<file path="config.mk">
export PLATFORM = sky130hd
export DESIGN_NAME = serial_paralelo_n
export DESIGN_NICKNAME = d
export VERILOG_FILES = /design/src/rtl/sp_pkg.sv /design/src/rtl/sp_lock_fsm.sv /design/src/rtl/serial_paralelo_n.sv
export SDC_FILE = /design/constraint.sdc
export NUM_CORES = 1
export LEC_CHECK = 0
export CORE_MARGIN = 3
export CORE_UTILIZATION = 55
export CTS_CLUSTER_DIAMETER = 50
export DETAILED_ROUTE_END_ITERATION = 8
export PLACE_DENSITY = 0.8
export SKIP_CTS_REPAIR_TIMING = 1
export SYNTH_ARGS = -nofsm -noshare
export SYNTH_HDL_FRONTEND = slang
export SYNTH_SLANG_ARGS = --single-unit
export TNS_END_PERCENT = 20
</file>
<file path="constraint.sdc">
create_clock -name clk_32f -period 2.5 [get_ports clk_32f]
set_input_delay 0.5 -clock clk_32f [delete_from_list [all_inputs] [get_ports clk_32f]]
set_output_delay 0.5 -clock clk_32f [all_outputs]
set_load 0.005 [all_outputs]
</file>
<file path="src/rtl/sp_pkg.sv">
// Shared lock-FSM state encoding and the default comma word.
package sp_pkg;

  typedef enum logic [1:0] {
    SEARCH = 2'd0,
    COUNT  = 2'd1,
    ACTIVE = 2'd2
  } sp_state_t;

  localparam logic [7:0] SP_DEFAULT_COMMA = 8'hBC;

endpackage

</file>
<file path="src/rtl/sp_lock_fsm.sv">
// Lock FSM plus consecutive-comma counter for the serial-to-parallel link.
// Optional SP_RESYNC_EN adds a gap counter that drops lock after MAX_GAP data words.
module sp_lock_fsm
  import sp_pkg::*;
#(
  parameter int LOCK_COUNT = 4
`ifdef SP_RESYNC_EN
  ,
  parameter int MAX_GAP = 16
`endif
) (
  input  logic      clk_32f,
  input  logic      reset,
  input  logic      boundary,
  input  logic      is_comma,
  output logic      align,
  output logic      load,
  output sp_state_t state
);

  localparam int CW = $clog2(LOCK_COUNT + 1);
  localparam logic [CW-1:0] LOCK_LAST = CW'(LOCK_COUNT);

  sp_state_t next_state;
  logic [CW-1:0] cnt, cnt_next, cnt_inc;

  assign cnt_inc = cnt + 1'b1;

`ifdef SP_RESYNC_EN
  localparam int GW = $clog2(MAX_GAP + 1);
  localparam logic [GW-1:0] GAP_LAST = GW'(MAX_GAP);

  logic [GW-1:0] gap, gap_next, gap_inc;

  assign gap_inc = gap + 1'b1;

  always_ff @(posedge clk_32f) begin
    if (reset) gap <= '0;
    else       gap <= gap_next;
  end
`endif

  always_ff @(posedge clk_32f) begin
    if (reset) begin
      state <= SEARCH;
      cnt   <= '0;
    end else begin
      state <= next_state;
      cnt   <= cnt_next;
    end
  end

  always_comb begin
    next_state = state;
    cnt_next   = cnt;
    align      = 1'b0;
    load       = 1'b0;
`ifdef SP_RESYNC_EN
    gap_next   = gap;
`endif
    unique case (state)
      SEARCH: begin
        if (is_comma) begin
          align    = 1'b1;
          cnt_next = CW'(1);
          if (LOCK_COUNT == 1) next_state = ACTIVE;
          else                 next_state = COUNT;
        end
      end
      COUNT: begin
        if (boundary) begin
          if (is_comma) begin
            cnt_next = cnt_inc;
            if (cnt_inc == LOCK_LAST) next_state = ACTIVE;
          end else begin
            cnt_next   = '0;
            next_state = SEARCH;
          end
        end
      end
      ACTIVE: begin
        // A word that hits the gap limit is still delivered before lock drops
        if (boundary && !is_comma) begin
          load = 1'b1;
`ifdef SP_RESYNC_EN
          gap_next = gap_inc;
          if (gap_inc == GAP_LAST) begin
            gap_next   = '0;
            cnt_next   = '0;
            next_state = SEARCH;
          end
`endif
        end
`ifdef SP_RESYNC_EN
        else if (boundary) begin
          gap_next = '0;
        end
`endif
      end
      default: next_state = SEARCH;
    endcase
  end

endmodule

</file>
<file path="src/rtl/serial_paralelo_n.sv">
// Serial-to-parallel receiver with comma alignment and lock detection.
// Define SP_RESYNC_EN to drop lock after MAX_GAP consecutive data words.
module serial_paralelo_n
  import sp_pkg::*;
#(
  parameter int               WIDTH      = 8,
  parameter logic [WIDTH-1:0] COMMA      = WIDTH'(SP_DEFAULT_COMMA),
  parameter int               LOCK_COUNT = 4,
  parameter int               MAX_GAP    = 16
) (
  input  logic             clk_32f,
  input  logic             reset,
  input  logic             data_in,
  output logic [WIDTH-1:0] data_out,
  output logic             valid_out,
  output logic             active
);

  localparam int BW = $clog2(WIDTH);
  localparam logic [BW-1:0] BIT_LAST = BW'(WIDTH - 1);

  if (WIDTH < 4 || WIDTH > 32 || LOCK_COUNT < 1 || LOCK_COUNT > 15 || MAX_GAP < 1) begin : g_param_check
    $error("serial_paralelo_n: parameter out of legal range");
  end

  logic [WIDTH-1:0] shift_reg, candidate;
  logic [BW-1:0]    bit_cnt;
  logic             boundary, is_comma, align, load;
  sp_state_t        state;

  assign candidate = {shift_reg[WIDTH-2:0], data_in};
  assign is_comma  = (candidate == COMMA);
  assign boundary  = (bit_cnt == BIT_LAST);
  assign active    = (state == ACTIVE);

  always_ff @(posedge clk_32f) begin
    if (reset) shift_reg <= '0;
    else       shift_reg <= candidate;
  end

  // Alignment restarts the count so the next sampled bit is a word MSB
  always_ff @(posedge clk_32f) begin
    if (reset || align || boundary) bit_cnt <= '0;
    else                            bit_cnt <= bit_cnt + 1'b1;
  end

  always_ff @(posedge clk_32f) begin
    if (reset) begin
      data_out  <= '0;
      valid_out <= 1'b0;
    end else begin
      valid_out <= load;
      if (load) data_out <= candidate;
    end
  end

  sp_lock_fsm #(
    .LOCK_COUNT(LOCK_COUNT)
`ifdef SP_RESYNC_EN
    ,
    .MAX_GAP   (MAX_GAP)
`endif
  ) u_lock_fsm (
    .clk_32f (clk_32f),
    .reset   (reset),
    .boundary(boundary),
    .is_comma(is_comma),
    .align   (align),
    .load    (load),
    .state   (state)
  );

endmodule

</file>
[Word-level counts from Yosys, hierarchy flattened]
Cells that the tools add are included.
Cells by class
  add/subtract/negate cells: 2
  equality and inequality tests: 8
  mux-type cells: 13
  bitwise logic cells: 1
  reductions and logical operators: 8
Operator list (count)
  $mux 3: 3
  $eq 8x8->1 const B: 1
  $mux 2: 4
  $add 3x1->3 const B: 2
  $eq 3x3->1 const B: 2
  $pmux 2 s3: 1
  $pmux 3 s2: 1
  $mux 1: 4
  $reduce_and 4->1: 1
  $ne 3x3->1 const B: 1
  $reduce_and 3->1: 1
  $eq 2x1->1 const B: 1
  $eq 2x2->1 const B: 1
  $logic_not 2->1: 1
  $logic_or 1x1->1: 2
  $ne 2x1->1 const B: 1
  $ne 2x2->1 const B: 1
  $reduce_bool 2->1: 1
  $logic_and 1x1->1: 1
  $logic_not 1->1: 1
  $not 1->1: 1
Word-level totals
  register bits: 24
  input bits: 3
  output and inout port bits: 10
  word-level logic and storage cells: 38

[Logic depth before layout (Yosys ltp)]
Gate-level depths: netlist of the first run.
  depth in word-level cells: 6
  depth in mapped cells: 6
  depth with buffers taken out: 6

[By module]
A second synthesis of the first run with hierarchy kept.
Second synthesis, totals
  cell total of the unflattened synthesis: 91
  area, all modules: 993.5 sq um
By module, submodules not included
  serial_paralelo_n: times used 1, cells an instance 55, area an instance 660.6 sq um, sequential area each 380.4 sq um
  sp_lock_fsm: times used 1, cells an instance 36, area an instance 332.8 sq um, sequential area each 100.1 sq um

[Worst setup path before layout of the first run]
No wires, ideal clock.
  kind: input port to flip-flop
  start: input data_in
  end: register u_lock_fsm.cnt[1]
  setup time: 75 ps
  arrival: 1733 ps
  data required time: 2425 ps
  setup slack: 693 ps
  cell stages on the path: 4
  path buffers: 0
  cell sequence: or2_1 -> or3_4 -> or4_1 -> a31oi_1
Between the ends
  word-level cells in the longest chain between the ends: 4
  elaborated cells between the ends (all ways): 6
  those cells by class: eq/ne (2); mux (3); reduce/logical (1)
RTL lines
  from (decl): line serial_paralelo_n.sv:13  | input logic data_in,
  $eq 8x8->1 *: line serial_paralelo_n.sv:32  | assign is_comma = (candidate == COMMA);
  $mux 3: line sp_lock_fsm.sv:72  | if (is_comma) begin
  $mux 3: line sp_lock_fsm.sv:71  | if (boundary) begin
  $pmux 3 s2: line sp_lock_fsm.sv:61  | unique case (state)
  to (signal assigned): line sp_lock_fsm.sv:49  | cnt <= cnt_next;
  to (decl): line sp_lock_fsm.sv:25  | logic [CW-1:0] cnt, cnt_next, cnt_inc;
Every way passes the cells marked *; elsewhere a longest branch is shown, timed or not. The select of a mux whose other input is x is not followed.
A chain may end at the register's enable or synchronous reset.

[Worst setup path in the final report of the first run]
  start: register u_lock_fsm.state[1]
  end: output active
Between the ends
  word-level cells in the longest chain between the ends: 1
RTL lines
  from (decl): line sp_lock_fsm.sv:18  | output sp_state_t state
  from (signal assigned): line sp_lock_fsm.sv:48  | state <= next_state;
  $eq 2x2->1: line serial_paralelo_n.sv:34  | assign active = (state == ACTIVE);
  to (decl): line serial_paralelo_n.sv:16  | output logic active
No other way between the ends.

==> flow_metrics.tcl, run 1 <==
set metrics [dict create \
    maxCapViolations 0 \
    clk_path_buf_depth 2 \
    grt.total_usage 0.179 \
    finalSetupViolations 0 \
    p_leak_uw 0.000409 \
    dp_hpwl_um 1170 \
    grt_pass1_vias 657 \
    num_rows 14 \
    hold_path.class "register to register" \
    drt_iter0_drc 12 \
    ys_types 30 \
    start_util 0.608 \
    fin_crit_sh 0.848 \
    grt_start_max_net_pins 18 \
    antenna_found_initial 0 \
    fillCellCount 119 \
    maxSlewHeadroom 0.672 \
    cts-buffers-inserted 3 \
    drive_above_1_share 0.0654 \
    dr.pass1.iters 3 \
    yosysMostFrequentCell "dfxtp_1" \
    diodes 0 \
    io_pins 13 \
    pwr-share-seq 0.643 \
    hold_violations 0 \
    dieHeight_um 47.5 \
    vias 681 \
    syn_avg_cell_area_um2 9.97 \
    combPwrFrac 0.033 \
    clkSinkCount 24 \
    gp_congestion 0.813 \
    utilization 0.712 \
    cts_tree "built" \
    yosys_warnings 0 \
    worstMarginPinSlew_ns 0.491 \
    routed_wl_um 1580 \
    tns_ns 0 \
    via_per_inst 5.54 \
    vdd_drop_max_uv 392 \
    p_sw_frac 0.199 \
    dpl_cell_area_um2 1070 \
    path_clk_slew_ns 0.12 \
    final_nets 115 \
    yosysSeqAreaShare 0.507 \
    path_cells "nor2b_1 > clkdlybuf4s50_1" \
    dp_cells 119 \
    cpPeakStageDelay_ns 0.53 \
    status "completed" \
    instances_no_fill 123 \
    synth_edf_count 0 \
    async_flop_share 0 \
    synthDominantCellAreaShare 0.507 \
    rsz0062_at_grt "false" \
    crit_arrival_ns 1.62 \
    path_max_fanout 10 \
    p_clk_frac 0.324 \
    final_max_slew_viol_count 0 \
    synth_common_cells "24 x dfxtp_1, 12 x nor2b_1, 10 x nor2_1, 8 x mux2i_1, 4 x ha_1" \
    yosys.area.top_type "dfxtp_1" \
    clock_skew_ns 0.00136 \
    cp-end-kind "primary output" \
    synth_fp_nets 102 \
    stdcell_area_um2 1110 \
    port_buffers 12 \
    grt_pass1_wl_um 2840 \
    max_freq_ghz 0.472 \
    largest_register_ffs 8 \
    cts-htree-levels 1 \
    critPathSlowestCell "clkdlybuf4s50_1" \
    ant_nets 0 \
    dieWidth_um 47.5 \
    wire_per_inst_um 12.8 \
    syn_inst 95 \
    synthTopCellsByArea "dfxtp_1 51%, mux2i_1 8.5%, nor2b_1 7.9%" \
    synth-seq-cells 24 \
    fin_hold_ws_ns 0.435 \
    dieArea_um2 2260 \
    synthToLayoutAreaGrowth_pct 17.2 \
    root_buffer "clkbuf_4" \
    min_period_ns 2.12 \
    power.density_nw_per_um2 549 \
    crit_type "register to primary output" \
    synth_flop_cell "dfxtp_1" \
    overflow 0 \
    p_switching_uw 122 \
    insertion_delay_ns 0.31 \
    netlist_area_um2 947 \
    startpoint_type "register" \
    internal-power_uw 488 \
    required_ns 2.00 \
    drc 0 \
    coreArea_um2 1560 \
]
power groups by stage:
| stage | Clock [uW] | Combinational, uW | Sequential [uW] |
|---|---|---|---|
| 2_1_floorplan | 0 | 13.0 | 400 |
| 3_3_place_gp | 0 | 19.8 | 401 |
| 3_5_place_dp | 0 | 20.6 | 401 |
| 4_1_cts | 203 | 20.8 | 392 |
| 5_1_grt | 213 | 24.3 | 393 |
| 6_report | 197 | 20.4 | 392 |
layout by cell type, fill, tap and decap left out:
cell and n:
dfxtp_1 24, nor2b_1 12, clkdlybuf4s50_1 12, nor2_1 10, mux2i_1 8, ha_1 4
a21oi_1 3, nor3_1 3, clkbuf_4 3, nand4_1 2, nand2_1 2, inv_1 2
o21ai_0 2, and2_1 2, or2_1 1, nand2b_1 1, o311a_1 1, or3_4 1
or4_1 1, o211ai_1 1, a31oi_1 1, nand3b_1 1, o21a_1 1, xor2_1 1
nand3_1 1, o31a_1 1, o21ba_2 1, nor4_1 1, a22oi_1 1, o22ai_1 1
clkbuf_8 1, buf_4 1
per-stage QoR:
step                power, uW  worst slack [ns]
global placement          420             0.219
CTS                       616             0.371
floorplan                 413             0.693
finish                    610             0.379
detailed placement        421             0.185
global route              631             0.284
critical path: cells and delay by family (launching register included):
family,cells,cell delay (ns)
flops,1,0.52
buf+inv,1,0.53
simple gates,1,0.26
final cells by class:
type                            count  area [um2]  share of cell area
Sequential cell                    24         480               0.433
Multi-Input combinational cell     64         438               0.395
Timing Repair Buffer               13         128               0.115
Clock buffer                        4        36.3              0.0327
Tap cell                           16        20.0              0.0180
Inverter                            2        7.51             0.00676
per-layer routing:
metal | part of all wire | global-route usage
met1 | 0.50 | 0.238
met3 | 0.026 | 0.0338
met2 | 0.45 | 0.278
met5 | 0 | 0
met4 | 0.018 | 0.0829
cells by family (layout without fill, tap and decap cells):
family	count (synthesis)	count (layout)	synth area share
mux	8	8	0.0845
buf+inv	7	19	0.0304
xor+xnor	1	1	0.00925
flops	24	24	0.507
compound gates	13	13	0.0938
fa+ha+maj	4	4	0.0528
simple gates	38	38	0.222
worst paths after layout:
kind                       startpoint           to  slack (ns)  cells past startpoint
setup / recovery  u_lock_fsm.state[1]       active        0.38                      2
hold reg to reg            bit_cnt[0]   bit_cnt[0]        0.44                      1
setup reg to reg           bit_cnt[0]  data_out[1]        0.77                      5
hold / removal             bit_cnt[0]   bit_cnt[0]        0.44                      1
No activity file was read; power rests on OpenSTA's default activity.
==> inputs of run 2 (changes only) <==
--- a/config.mk
+++ b/config.mk
@@ -5,11 +5,12 @@
 export SDC_FILE = /design/constraint.sdc
 export NUM_CORES = 1
 export LEC_CHECK = 0
+export CORE_ASPECT_RATIO = 0.75
 export CORE_MARGIN = 3
-export CORE_UTILIZATION = 55
+export CORE_UTILIZATION = 46
 export CTS_CLUSTER_DIAMETER = 50
 export DETAILED_ROUTE_END_ITERATION = 8
-export PLACE_DENSITY = 0.8
+export PLACE_DENSITY = 0.72
 export SKIP_CTS_REPAIR_TIMING = 1
 export SYNTH_ARGS = -nofsm -noshare
 export SYNTH_HDL_FRONTEND = slang
==> constraint.sdc (replaced) <==
create_clock -name clk_32f -period 1.8 [get_ports clk_32f]
set_input_delay 0.36 -clock clk_32f [delete_from_list [all_inputs] [get_ports clk_32f]]
set_output_delay 0.36 -clock clk_32f [all_outputs]
set_load 0.005 [all_outputs]
==> run 2 against run 1 <==
  * Power increased by 59%
  * Global-route usage decreased by 2.0 points
  * Clock power increased by 100%
  * Non-clock buffer count increased by 6
  * Core utilization decreased by 6.7 points
  * First-iteration DRC count increased by 25%
  * Critical path depth unchanged
  * Register-to-register slack got worse by 0.59 ns
  * Setup slack got worse by 0.33 ns
  * Routed wire length increased by 12%
  * Largest cell class unchanged
  * Largest power group unchanged
==> flow_metrics.tcl, run 2 (synthesized netlist as in run 1, its figures left out) <==
set metrics [dict create \
    maxCapViolations 0 \
    power.density_nw_per_um2 817 \
    required_ns 1.44 \
    fillCellCount 150 \
    hold_path.class "register to register" \
    dieWidth_um 58.4 \
    multiInputGateArea_um2 445 \
    port_buffers 12 \
    dp_hpwl_um 1260 \
    min_period_ns 1.75 \
    vdd_drop_max_uv 690 \
    final_max_slew_viol_count 0 \
    cp-end-kind "primary output" \
    clkSinkCount 24 \
    regArea_um2 480 \
    path_clk_slew_ns 0.13 \
    crit_type "register to primary output" \
    crit_arrival_ns 1.39 \
    io_pins 13 \
    grt.total_usage 0.159 \
    diodes 0 \
    final_common_cell "dfxtp_1" \
    max_freq_ghz 0.572 \
    grt_start_max_net_pins 17 \
    finalPower_uw 969 \
    maxSlewHeadroom 0.669 \
    root_buffer "clkbuf_4" \
    clock_skew_ns 0.00249 \
    status "completed" \
    insertion_delay_ns 0.32 \
    finalSetupViolations 0 \
    utilization 0.645 \
    grt_pass1_vias 721 \
    final_cell_mix "24 x dfxtp_1, 12 x clkdlybuf4s50_1, 11 x nor2b_1, 10 x nor2_1, 8 x mux2i_1" \
    dieHeight_um 45.3 \
    overflow 0 \
    path_max_fanout 3 \
    clk_path_buf_depth 2 \
    worstMarginPinSlew_ns 0.497 \
    coreArea_um2 1840 \
    final_nets 121 \
    grt_pass1_wl_um 3110 \
    synthToLayoutAreaGrowth_pct 25.2 \
    startpoint_type "register" \
    drive_above_1_share 0.124 \
    cts-htree-levels 1 \
    fin_crit_sh 0.972 \
    wire_per_inst_um 13.1 \
    cts-buffers-inserted 3 \
    drc 0 \
    drt_iter0_drc 15 \
    gp_congestion 0.799 \
    vias 726 \
    start_util 0.515 \
    num_rows 13 \
    dieArea_um2 2650 \
    ant_nets 0 \
    largest_register_ffs 8 \
    routed_wl_um 1780 \
    via_per_inst 5.38 \
    antenna_found_initial 0 \
    hold_violations 0 \
    p_leak_uw 0.000446 \
    cts_tree "built" \
    dr.pass1.iters 4 \
]
[run 2: metal layers]
| metal | up-vias | wire [um] | track usage |
|---|---|---|---|
| li1 | 363 | - | - |
| met1 | 346 | 867 | 0.192 |
| met2 | 15 | 809 | 0.247 |
| met3 | 2 | 80 | 0.0686 |
| met4 | 0 | 19 | 0.0694 |
| met5 | - | 0 | 0 |
[run 2: worst paths after layout]
kind	startpoint	endpoint	cells past startpoint	slack (ns)
worst min-delay path	bit_cnt[0]	bit_cnt[0]	1	0.43
worst max-delay path	u_lock_fsm.state[1]	active	2	0.05
worst max register to register	shift_reg[4]	bit_cnt[2]	5	0.18
worst min register to register	bit_cnt[0]	bit_cnt[0]	1	0.43
[run 2: through the flow]
| step | hold WS, ns | cells | setup TNS [ns] | setup WS, ns | cell area [um2] |
|---|---|---|---|---|---|
| floorplan | 0.398 | 95 | 0 | 0.133 | 947 |
| global placement | 0.411 | 131 | -3.63 | -0.291 | 1130 |
| detailed placement | 0.416 | 131 | -4.18 | -0.338 | 1130 |
| CTS | 0.436 | 135 | -0.0426 | -0.0426 | 1180 |
| global route | 0.480 | 135 | -0.0166 | -0.0166 | 1190 |
| finish | 0.433 | 135 | 0 | 0.0506 | 1190 |
[run 2: critical path, stage by stage (launching register included)]
cell and delay, ns:
dfxtp_1 0.38, nor2b_4 0.18, clkdlybuf4s50_1 0.51
[run 2: final cells by class]
cell class	instances	share of cell area
Inverter	2	0.00633
Clock buffer	3	0.0190
Multi-Input combinational cell	64	0.376
Clock inverter	1	0.0253
Sequential cell	24	0.405
Tap cell	22	0.0232
Timing Repair Buffer	19	0.146
[run 2: report_power, final]
part | switching (uW) | internal (uW) | total (uW)
sequential | 4.27 | 540 | 545
combinational | 14.7 | 15.9 | 30.5
clock | 168 | 225 | 394
==> inputs of run 3 (changes only) <==
--- a/config.mk
+++ b/config.mk
@@ -7,12 +7,14 @@
 export LEC_CHECK = 0
 export CORE_ASPECT_RATIO = 0.75
 export CORE_MARGIN = 3
-export CORE_UTILIZATION = 46
+export CORE_UTILIZATION = 47
 export CTS_CLUSTER_DIAMETER = 50
 export DETAILED_ROUTE_END_ITERATION = 8
 export PLACE_DENSITY = 0.72
 export SKIP_CTS_REPAIR_TIMING = 1
+export SKIP_LAST_GASP = 1
 export SYNTH_ARGS = -nofsm -noshare
 export SYNTH_HDL_FRONTEND = slang
+export SYNTH_HIERARCHICAL = 1
 export SYNTH_SLANG_ARGS = --single-unit
 export TNS_END_PERCENT = 20
==> run 3 against run 2 <==
  * Critical endpoint unchanged
  * Synthesized cell count fell by 4.2%
  * Critical path depth unchanged
  * Via count shrank 6.7%
  * Clock skew rose by 0.0016 ns
  * Power decreased by 13%
  * Sequential cell count did not move
  * Highest routed layer unchanged
  * Combinational power grew 8.2%
  * Die area up 2.3%
  * Final cell count fell by 1.5%
  * Global-route usage down 2.0 points
==> flow_metrics.tcl, run 3 <==
set metrics [dict create \
    syn_avg_cell_area_um2 10.9 \
    cts-htree-levels 1 \
    gp_congestion 0.811 \
    diodes 0 \
    cts-buffers-inserted 3 \
    routed_wl_um 1650 \
    synthDominantCellAreaShare 0.484 \
    dp_hpwl_um 1230 \
    crit_arrival_ns 1.33 \
    status "completed" \
    clkSinkCount 24 \
    worstMarginPinSlew_ns 0.361 \
    power.density_nw_per_um2 699 \
    synth_fp_nets 98 \
    final_common_cell "dfxtp_1" \
    syn_inst 91 \
    yosys.area.top_type "dfxtp_1" \
    final_max_slew_viol_count 0 \
    grt_start_max_net_pins 28 \
    ys_types 31 \
    netlist_area_um2 993 \
    multiInputGateArea_um2 480 \
    grt_pass1_wl_um 2820 \
    yosysMostFrequentCell "dfxtp_1" \
    post-place-ws_ns -0.156 \
    cts_tree "built" \
    drt_iter0_drc 17 \
    startpoint_type "register" \
    final_cell_mix "22 x dfxtp_1, 12 x clkdlybuf4s50_1, 10 x nor2_1, 8 x mux2i_1, 8 x buf_4" \
    dieWidth_um 59.1 \
    maxCapViolations 0 \
    antenna_found_initial 0 \
    yosys_warnings 6 \
    maxSlewHeadroom 0.757 \
    finalSetupViolations 0 \
    synth-seq-cells 24 \
    via_per_inst 5.09 \
    cpPeakStageDelay_ns 0.50 \
    dieArea_um2 2710 \
    p_leak_uw 0.000475 \
    synthToLayoutAreaGrowth_pct 21.9 \
    vias 677 \
    fin_crit_sh 0.938 \
    dr.pass1.iters 6 \
    vdd_drop_max_uv 793 \
    wire_per_inst_um 12.4 \
    instances_no_fill 133 \
    synthTopCellsByArea "dfxtp_1 48%, mux2i_1 8.1%, and2b_1 5.3%" \
    synth_flop_cell "dfxtp_1" \
    crit_type "register to primary output" \
    coreArea_um2 1850 \
    clock_skew_ns 0.00409 \
    path_cells "nor2b_1 > clkdlybuf4s50_1" \
    ant_nets 0 \
    min_period_ns 1.69 \
    start_util 0.536 \
    async_flop_share 0 \
    dieHeight_um 45.8 \
    rsz0062_at_grt "false" \
    fillCellCount 146 \
    regArea_um2 483 \
    overflow 0 \
    dp_cells 129 \
    num_rows 13 \
    required_ns 1.44 \
    final_nets 119 \
    max_freq_ghz 0.592 \
    synth_common_cells "24 x dfxtp_1, 10 x nor2_1, 8 x mux2i_1, 7 x and2b_1" \
    yosysSeqAreaShare 0.484 \
    tns_ns 0 \
    port_buffers 12 \
    utilization 0.653 \
    cp-end-kind "primary output" \
    clk_path_buf_depth 2 \
    io_pins 13 \
    grt_pass1_vias 621 \
    path_max_fanout 7 \
    hold_path.class "register to register" \
    root_buffer "clkbuf_4" \
    hold_violations 0 \
    synth_edf_count 0 \
    drive_above_1_share 0.171 \
    insertion_delay_ns 0.30 \
    drc 0 \
    largest_register_ffs 8 \
    critPathSlowestCell "clkdlybuf4s50_1" \
    grt.total_usage 0.139 \
    path_clk_slew_ns 0.12 \
    setup_slack_ns 0.112 \
]
run 3: worst max-delay path, delay by kind of cell (launching register included):
family        cells  cell delay (ns)
buf+inv           1             0.50
simple gates      1             0.13
flops             1             0.40
run 3: layout make-up:
class / count / area share
Sequential cell: 24 / 0.399
Multi-Input combinational cell: 62 / 0.397
Timing Repair Buffer: 20 / 0.149
Clock buffer: 4 / 0.0300
Tap cell: 22 / 0.0227
Inverter: 1 / 0.00310
run 3: path summary, 6_finish.rpt:
kind / endpoint / start / depth (start not counted) / slack [ns]
worst max-delay path: active / u_lock_fsm/state[1] / 2 / 0.11
worst min-delay path: bit_cnt[0] / bit_cnt[0] / 1 / 0.48
worst max register to register: bit_cnt[2] / shift_reg[2] / 6 / 0.24
worst min register to register: bit_cnt[0] / bit_cnt[0] / 1 / 0.48
run 3: kinds of logic (layout without fill, tap and decap cells):
logic type                 Yosys count  in the layout  synth area share
and+or+nand+nor                     40             40             0.262
DFF                                 24             24             0.484
AOI/OAI and AO/OA                    9              9            0.0756
muxes                                8              8            0.0806
buffers and inverters                5             25            0.0390
adders and majority gates            4              4            0.0504
xor gates and xnor gates             1              1           0.00882
run 3: through the flow:
step / cell area, um2 / power (uW) / hold WS [ns]
2_1_floorplan: 993 / 577 / 0.425
3_3_place_gp: 1170 / 590 / 0.459
3_5_place_dp: 1170 / 591 / 0.466
4_1_cts: 1210 / 871 / 0.484
5_1_grt: 1210 / 897 / 0.493
6_report: 1210 / 847 / 0.479
run 3: power by group:
| group | internal (uW) | total [uW] | switching [uW] |
|---|---|---|---|
| logic | 18.5 | 33.0 | 14.5 |
| registers | 540 | 546 | 5.56 |
| clock network | 123 | 268 | 145 |
run 3: per-layer routing:
layer / part of all wire / up-vias / global-route usage
li1: - / 357 / -
met1: 0.53 / 308 / 0.192
met2: 0.42 / 10 / 0.207
met3: 0.041 / 2 / 0.0538
met4: 0.0079 / 0 / 0.0271
met5: 0 / - / 0
